### src/rtl/div_pkg.sv
// div_pkg -- shared definitions for the sequential restoring divider.
//   state_t        : FSM encoding (IDLE, RUN)
//   DIV_WIDTH      : default divisor / quotient / remainder width
//   DIV_MAX_WIDTH  : largest width the all-ones constant covers
//   QUOT_ALL_ONES  : saturated quotient returned on divide-by-zero / overflow
package div_pkg;

   localparam int DIV_WIDTH     = 32;
   localparam int DIV_MAX_WIDTH = 64;

   typedef enum logic {
      IDLE = 1'b0,
      RUN  = 1'b1
   } state_t;

   // Sliced to the instance width by the user.
   localparam logic [DIV_MAX_WIDTH-1:0] QUOT_ALL_ONES = '1;

endpackage

### src/rtl/div_step.sv
// div_step -- one combinational restoring-division iteration.
//   r        in  WIDTH+1  partial remainder (always < divisor on entry)
//   q        in  WIDTH    quotient / remaining-dividend shift register
//   divisor  in  WIDTH    unsigned denominator
//   r_next   out WIDTH+1  partial remainder after shift and conditional subtract
//   q_next   out WIDTH    shift register after shift, new quotient bit in [0]
module div_step #(
   parameter int WIDTH = 32
) (
   input  logic [WIDTH:0]   r,
   input  logic [WIDTH-1:0] q,
   input  logic [WIDTH-1:0] divisor,
   output logic [WIDTH:0]   r_next,
   output logic [WIDTH-1:0] q_next
);

   logic [WIDTH+1:0] r_shift;
   logic             ge;

   // Shift {r,q} left by one; the extra top bit keeps every input bit in play
   // so the comparison is exact even though it is zero in normal operation.
   assign r_shift = {r, q[WIDTH-1]};
   assign ge      = (r_shift >= {2'b00, divisor});

   // NOTE: a continuous assign (or always_comb with every output written on
   // every path) is what keeps this block free of inferred latches.
   assign r_next = ge ? (r_shift[WIDTH:0] - {1'b0, divisor}) : r_shift[WIDTH:0];
   assign q_next = {q[WIDTH-2:0], ge};

endmodule

### src/rtl/seq_divider.sv
// seq_divider -- iterative restoring divider, one quotient bit per clock.
//   clk          in   1        system clock, rising edge
//   rst_n        in   1        asynchronous active-low reset
//   start        in   1        request, sampled only when idle
//   dividend     in   2*WIDTH  unsigned numerator
//   divisor      in   WIDTH    unsigned denominator
//   busy         out  1        iteration sequence running
//   done         out  1        one-cycle pulse, results and flags valid
//   quotient     out  WIDTH    registered result
//   remainder    out  WIDTH    registered result
//   div_by_zero  out  1        divisor was zero for the last result
//   overflow     out  1        quotient did not fit in WIDTH bits
module seq_divider
   import div_pkg::*;
#(
   parameter int WIDTH = DIV_WIDTH
) (
   input  logic                 clk,
   input  logic                 rst_n,
   input  logic                 start,
   input  logic [2*WIDTH-1:0]   dividend,
   input  logic [WIDTH-1:0]     divisor,
   output logic                 busy,
   output logic                 done,
   output logic [WIDTH-1:0]     quotient,
   output logic [WIDTH-1:0]     remainder,
   output logic                 div_by_zero,
   output logic                 overflow
);

   localparam int CW = $clog2(WIDTH + 1);

   state_t             state_q, state_d;
   logic [CW-1:0]      count_q;
   logic [WIDTH:0]     r_q;
   logic [WIDTH-1:0]   q_q;
   logic [WIDTH-1:0]   divisor_q;
   logic [WIDTH:0]     r_next;
   logic [WIDTH-1:0]   q_next;
   logic               exc_pend_q;   // exception result due on the next edge
   logic               exc_dbz_q;    // pending exception is divide-by-zero
   logic               accept;
   logic               last_step;
   logic               is_dbz;
   logic               is_ovf;

   // An exception result is in flight for one cycle without leaving IDLE;
   // new requests wait until it has been delivered.
   assign accept    = (state_q == IDLE) && start && !exc_pend_q;
   assign last_step = (state_q == RUN) && (count_q == CW'(1));
   assign is_dbz    = (divisor == '0);
   assign is_ovf    = (dividend[2*WIDTH-1:WIDTH] >= divisor);

   div_step #(.WIDTH(WIDTH)) u_step (
      .r       (r_q),
      .q       (q_q),
      .divisor (divisor_q),
      .r_next  (r_next),
      .q_next  (q_next)
   );

   always_ff @(posedge clk or negedge rst_n) begin
      if (!rst_n) state_q <= IDLE;
      else        state_q <= state_d;
   end

   always_comb begin
      // NOTE: defaults first so every path assigns every output of the block.
      state_d = state_q;
      busy    = 1'b0;
      unique case (state_q)
         IDLE: if (accept && !is_dbz && !is_ovf) state_d = RUN;
         RUN: begin
            busy = 1'b1;
            if (last_step) state_d = IDLE;
         end
         default: state_d = IDLE;
      endcase
   end

   // NOTE: sequential state uses non-blocking assignments only, so every
   // register samples pre-edge values regardless of statement order.
   always_ff @(posedge clk or negedge rst_n) begin
      if (!rst_n) begin
         count_q     <= '0;
         r_q         <= '0;
         q_q         <= '0;
         divisor_q   <= '0;
         exc_pend_q  <= 1'b0;
         exc_dbz_q   <= 1'b0;
         done        <= 1'b0;
         quotient    <= '0;
         remainder   <= '0;
         div_by_zero <= 1'b0;
         overflow    <= 1'b0;
      end else begin
         done <= 1'b0;
         if (exc_pend_q) begin
            exc_pend_q  <= 1'b0;
            quotient    <= QUOT_ALL_ONES[WIDTH-1:0];
            remainder   <= exc_dbz_q ? q_q : '0;
            div_by_zero <= exc_dbz_q;
            overflow    <= !exc_dbz_q;
            done        <= 1'b1;
         end else if (accept) begin
            divisor_q <= divisor;
            q_q       <= dividend[WIDTH-1:0];
            if (is_dbz || is_ovf) begin
               exc_pend_q <= 1'b1;
               exc_dbz_q  <= is_dbz;
            end else begin
               r_q     <= {1'b0, dividend[2*WIDTH-1:WIDTH]};
               count_q <= CW'(WIDTH);
            end
         end else if (state_q == RUN) begin
            r_q     <= r_next;
            q_q     <= q_next;
            count_q <= count_q - 1'b1;
            if (last_step) begin
               quotient    <= q_next;
               remainder   <= r_next[WIDTH-1:0];
               div_by_zero <= 1'b0;
               overflow    <= 1'b0;
               done        <= 1'b1;
            end
         end
      end
   end

endmodule

### config.mk
export PLATFORM = sky130hd
export DESIGN_NAME = seq_divider
export DESIGN_NICKNAME = d
export VERILOG_FILES = /design/src/rtl/div_pkg.sv /design/src/rtl/div_step.sv /design/src/rtl/seq_divider.sv
export SDC_FILE = /design/constraint.sdc
export NUM_CORES = 1
export LEC_CHECK = 0
export CAP_MARGIN = 20
export CORE_UTILIZATION = 49
export DETAILED_ROUTE_END_ITERATION = 10
export PLACE_DENSITY_LB_ADDON = 0.12
export RECOVER_POWER = 100
export SYNTH_ARGS = -nofsm -noshare
export SYNTH_HDL_FRONTEND = slang
export SYNTH_SLANG_ARGS = --single-unit
### constraint.sdc
create_clock -name clk -period 3.4 [get_ports clk]
set_input_delay 0.34 -clock clk [delete_from_list [all_inputs] [get_ports clk]]
set_output_delay 0.34 -clock clk [all_outputs]
set_load 0.01 [all_outputs]
# ---- Yosys cells after proc, flatten, opt, wreduce, memory -nomap -nowiden
# Index checks and enable logic that the tools add are counted.
dict set report op_classes {
  addsub 2
  order_cmp 2
  eq_ne 3
  mux 34
  n_bitwise 2
  n_reduce_logical 19
}
# cell count
set ops {}
lappend ops {{$mux W32} 11}
lappend ops {{$mux W33} 4}
lappend ops {{$ge A34 B32 Y1} 1}
lappend ops {{$sub A33 B32 Y33} 1}
lappend ops {{$ge A32 B32 Y1} 1}
lappend ops {{$logic_not A32 Y1} 1}
lappend ops {{$mux W6} 3}
lappend ops {{$mux W1} 15}
lappend ops {{$reduce_and A3 Y1} 3}
lappend ops {{$eq A6 B1 Y1 const B} 1}
lappend ops {{$reduce_bool A2 Y1} 3}
lappend ops {{$sub A6 B1 Y6 const B} 1}
lappend ops {{$logic_and A1 B1 Y1} 5}
lappend ops {{$logic_not A1 Y1} 4}
lappend ops {{$ne A2 B2 Y1 const B} 2}
lappend ops {{$reduce_and A2 Y1} 2}
lappend ops {{$not A1 Y1} 2}
lappend ops {{$pmux W1 S2} 1}
lappend ops {{$logic_or A1 B1 Y1} 1}
dict set report totals {
  register_bits 173
  inputBits 99
  out_inout_bits 68
  word_cells 74
}

# ---- Longest topological paths before layout
dict set report depth {
  depth_word 7
  ltp_mapped 16
  ltp_nobuf 14
}

# ---- Cells and area by module
# From an unflattened synthesis, not the netlist that was laid out.
dict set report hier_totals {
  cells_unflattened 1259
  area_unflattened_um2 11084.4
}
# mod n_inst cells_per_inst area_per_inst_um2 seq_area_each_um2
set modules_own_cells {}
lappend modules_own_cells {seq_divider 1 881 8653.3 4329.2}
lappend modules_own_cells {div_step 1 378 2431.1 0.0}

# ---- Least setup slack after synthesis
# No wires, ideal clock.
dict set report synth_timing {
  path_kind {register to register}
  startpoint {register q_q[31]}
  endpoint {register r_q[18]}
  setup_time_ns 0.133
  arrival_ns 2.876
  t_required_ns 3.267
  slack_ns 0.390
  stages_incl_launch_ff 16
  path_buffers 2
  synth_period_minus_slack_ns 3.010
  path_cell_list {dfrtp_1 inv_1 ha_1 inv_1 fa_1 a211oi_1 nor2_1 o31ai_4 o211ai_1 a211o_1 a21oi_2 buf_4 buf_2 nor2_1 a21oi_1 o21ai_0}
}
dict set report synth_via {
  elab_chain_len 4
  elab_cells_between_ends 5
  classes_between {add/sub: 1; order compare: 1; mux: 3}
}
# element line_no
set synth_rtl {}
lappend synth_rtl {{start: declaration} seq_divider.sv:36} ;# logic [WIDTH-1:0] q_q;
lappend synth_rtl {{start signal: assignment} seq_divider.sv:107} ;# q_q <= dividend[WIDTH-1:0];
lappend synth_rtl {{start signal: assignment} seq_divider.sv:117} ;# q_q <= q_next;
lappend synth_rtl {{$sub A33 B32 Y33 / $ge A34 B32 Y1 (equally long branches)} {div_step.sv:27, div_step.sv:23}}
lappend synth_rtl {{$mux W33 (*)} div_step.sv:27} ;# assign r_next = ge ? (r_shift[WIDTH:0] - {1'b0, divisor}) : r_shift[WIDTH:0];
lappend synth_rtl {{$mux W33 (*)} seq_divider.sv:115} ;# end else if (state_q == RUN) begin
lappend synth_rtl {{$mux W33 (*)} seq_divider.sv:105} ;# end else if (accept) begin
lappend synth_rtl {{end signal: assignment} seq_divider.sv:112} ;# r_q <= {1'b0, dividend[2*WIDTH-1:WIDTH]};
lappend synth_rtl {{end signal: assignment} seq_divider.sv:116} ;# r_q <= r_next;
lappend synth_rtl {{end: declaration} seq_divider.sv:35} ;# logic [WIDTH:0] r_q;
# Every way passes the cells marked *; elsewhere a longest branch is shown, timed or not. The select of a mux whose other input is x is not followed.
# A chain may end at the register's enable or synchronous reset.

# ---- Final worst setup path
dict set report layout_timing {
  startpoint {register q_q[31]}
  endpoint {register r_q[22]}
}
# The elaborated chain is that of the path after synthesis.

==> metrics <==
status=finished, violations left; violated checks=max-capacitance violations, max-slew violations, negative setup slack; post-synth top area cell=dfrtp_1; H-tree depth=4; Synth Net Count=1412; Fmax=0.2888 GHz; DRT Pass-1 Iters=6; Ys Warns=0; Logic pwr share=0.672; total I/O pin count=167; Worst Slack Setup Final=-0.06228 ns; Final Cycle Share=1.018; clock power share=0.111; Hold WC Path Type=flop to flop; # diodes=0; DRT antenna net count=0; antenna violations before repair=0; Least-Margin Pin Slew=2.149 ns; share of cells above drive strength 1=0.1738; CP top delay family=compound AO/OA/AOI/OAI gates; leakage power=0.006442 µW; Overall Global Routing Usage=0.3395; Area growth syn-to-layout=36.98%; Routability Congestion=0.9749; drt wl/cell=20.86 µm; Die Wd=147.2 µm; die area=21670 µm²; cells along the critical path=inv_1 -> ha_2 -> inv_2 -> fa_2 -> a211oi_2 -> nor2_2 -> o31ai_4 -> o211ai_1 -> a211o_1 -> buf_6 -> a21oi_4 -> buf_12 -> buf_6 -> nand2_1 -> o21ai_1 -> nor2_1 -> o21ai_1; Cell Area, Synth=10330 µm²; Cells after DPL=1711; CTS Sinks=173; initial DRC count=1052; most frequent cell after synthesis=nand2_1; startpoint types=flop; Site Rows=52; Sw Share=0.4595; initial core utilization=0.5056; WL final=36710 µm; Clock Path Buffers=2; Post-synth ARST share=1.000; first-pass GRT wire length=55810 µm; MaxCap Viol Count=1; crit end category=flop; Setup-failing EPs final=15; internal power=9670 µW; Slew headroom=-0.4326; RSZ-0062 raised after global routing=true; Synth top area share=0.4191; peak supply drop=0.0006396 V; post-layout min period=3.462 ns; CP Class=flop to flop; met2 wire len=17370 µm; grt total ovfl=0; Sequential Power Share=0.217; Seq/Total Area, Yosys=0.4191; synthesis-stage register bit count=173; NumNets Final=1643; Cell Pwr Density=1264 nW/µm²; Port Buffers=166; Via Count=10473; CP required=3.76 ns; Commonest cells post-synth=nand2_1 (233), o21ai_0 (186), dfrtp_1 (173); Critical Path AT=3.83 ns; slowest CP cell=dfrtp_1; Setup Skew=0.01058 ns; Switch Pwr=8219 µW; max-slew violations=80; Critical Path Fanout Max=9; Buf/Inv on CP=5; vias in the first global route=9995; fin cells=1760; Worst-path clk slew=0.07 ns; CP peak stage delay=0.40 ns; Met3 Wirelength=2647 µm; FILL cells=1632; M1 WL=15010 µm; CTS tree=built; highest routed layer=met4; dpl hpwl=27060 µm; Core Region=20430 µm²; final hold violation count=0; DR vias/cell=5.951; number of library cell types mapped by synthesis=59; clock latency on the worst-skew pair=0.44 ns; top_reg_cell synth=dfrtp_1; total power=17890 µW; die height=147.2 µm; EDFF count, synth=0; setup_tns=-0.3338 ns; Synth Instances=1246; Area contributors post-synth=dfrtp_1 (42%), o21ai_0 (9.0%), nand2_1 (8.5%); mean post-synth cell area=8.290 µm²; largest net degree at the start of global routing=87; Root Driver=clkbuf_16; TritonCTS buffer count=17; Residual DRC=0
## placed cells by master (no fill, tap or decap), types with 8 or more instances in the layout
| cell | netlist | layout |
|---|---|---|
| a211oi_2 | 1 | 10 |
| a21o_1 | 34 | 33 |
| a21oi_1 | 66 | 60 |
| a22oi_1 | 34 | 33 |
| a31oi_1 | 13 | 11 |
| and3_1 | 11 | 11 |
| buf_4 | 6 | 103 |
| buf_6 | 0 | 8 |
| clkbuf_16 | 0 | 20 |
| clkdlybuf4s50_1 | 0 | 98 |
| dfrtp_1 | 173 | 172 |
| dlygate4sd3_1 | 0 | 68 |
| ha_1 | 66 | 64 |
| inv_1 | 72 | 71 |
| nand2_1 | 233 | 218 |
| nand2_2 | 0 | 11 |
| nand3_1 | 62 | 47 |
| nand3_2 | 0 | 15 |
| nand4_1 | 14 | 14 |
| nor2_1 | 49 | 39 |
| nor3_1 | 8 | 8 |
| nor4_1 | 11 | 10 |
| o211ai_1 | 8 | 8 |
| o21ai_0 | 186 | 143 |
| o21ai_1 | 6 | 37 |
| o21ai_2 | 2 | 14 |
| xnor2_1 | 17 | 16 |
| xor2_1 | 14 | 14 |
## sequential cells by signal, indices dropped and copies added (netlist names)
name	cells
r_q	33
divisor_q	32
q_q	32
quotient	32
remainder	32
count_q	6
div_by_zero	1
done	1
exc_dbz_q	1
exc_pend_q	1
overflow	1
state_q	1
## cells by family after synthesis
kind of cell | Yosys count | share of synthesized area
and+or+nand+nor | 414 | 0.1744
AOI/OAI and AO/OA | 405 | 0.2367
DFF | 173 | 0.4191
buffers and inverters | 153 | 0.05874
adders and majority gates | 67 | 0.08188
xor gates and xnor gates | 31 | 0.02628
muxes | 3 | 0.002907
## metal layers
metal | global-route usage | vias up
li1 | - | 4862
met1 | 0.4498 | 5063
met2 | 0.5406 | 462
met3 | 0.06242 | 86
met4 | 0.1541 | 0
met5 | 0 | -
## timing repair
item,in CTS,in global routing
gates cloned,0,3
resized for setup,1,153
setup endpoints to repair,4,59
setup buffers,0,18
hold buffers,1,0
hold endpoints to repair,18,0
pin swaps,1,47
## area by class of cell
| class | count | area, µm² | share of cell area |
|---|---|---|---|
| multi-input cells | 920 | 5832 | 0.4121 |
| flip-flops and latches | 173 | 4330 | 0.3060 |
| repair buffers | 292 | 2795 | 0.1975 |
| clock buffers | 17 | 425.4 | 0.03006 |
| well taps | 270 | 337.8 | 0.02387 |
| inverters | 73 | 274.0 | 0.01937 |
| clock inverters | 15 | 155.1 | 0.01096 |
## path summary, 6_finish.rpt
check | from | to | slack (ns) | depth (start not counted)
worst max-delay path | q_q[31] | r_q[22] | -0.06 | 17
worst min-delay path | divisor_q[29] | divisor_q[29] | 0.48 | 2
worst max register to register | q_q[31] | r_q[22] | -0.06 | 17
worst min register to register | divisor_q[29] | divisor_q[29] | 0.48 | 2
max in group asynchronous | rst_n | quotient[20] | 0.76 | 3
min in group asynchronous | rst_n | remainder[13] | 1.06 | 2
## tightest hold or removal path, stage by stage (launching register included)
cell,delay [ns]
dfrtp_1,0.35
nand2_1,0.04
o21ai_0,0.06
## power groups by stage
stage / clock network (µW) / logic (µW) / registers, µW
6_report: 1990 / 12000 / 3880
5_1_grt: 2080 / 13000 / 3970
4_1_cts: 1990 / 10500 / 3830
3_5_place_dp: 0 / 10400 / 3850
3_3_place_gp: 0 / 10300 / 3840
2_1_floorplan: 0 / 5910 / 3730
## stage by stage
stage | setup WS [ns] | area (µm²) | util | hold WS, ns
floorplan | 0.3904 | 10330 | - | 0.04441
global placement | -0.2334 | 12910 | 0.6321 | 0.4403
detailed placement | -0.2522 | 12910 | 0.6321 | 0.4460
CTS | 0.002132 | 13510 | 0.6611 | 0.4871
global route | -0.2191 | 14150 | 0.6926 | 0.5074
finish | -0.06228 | 14150 | 0.6926 | 0.4809
Note: power is estimated with default switching activity, not from simulation.
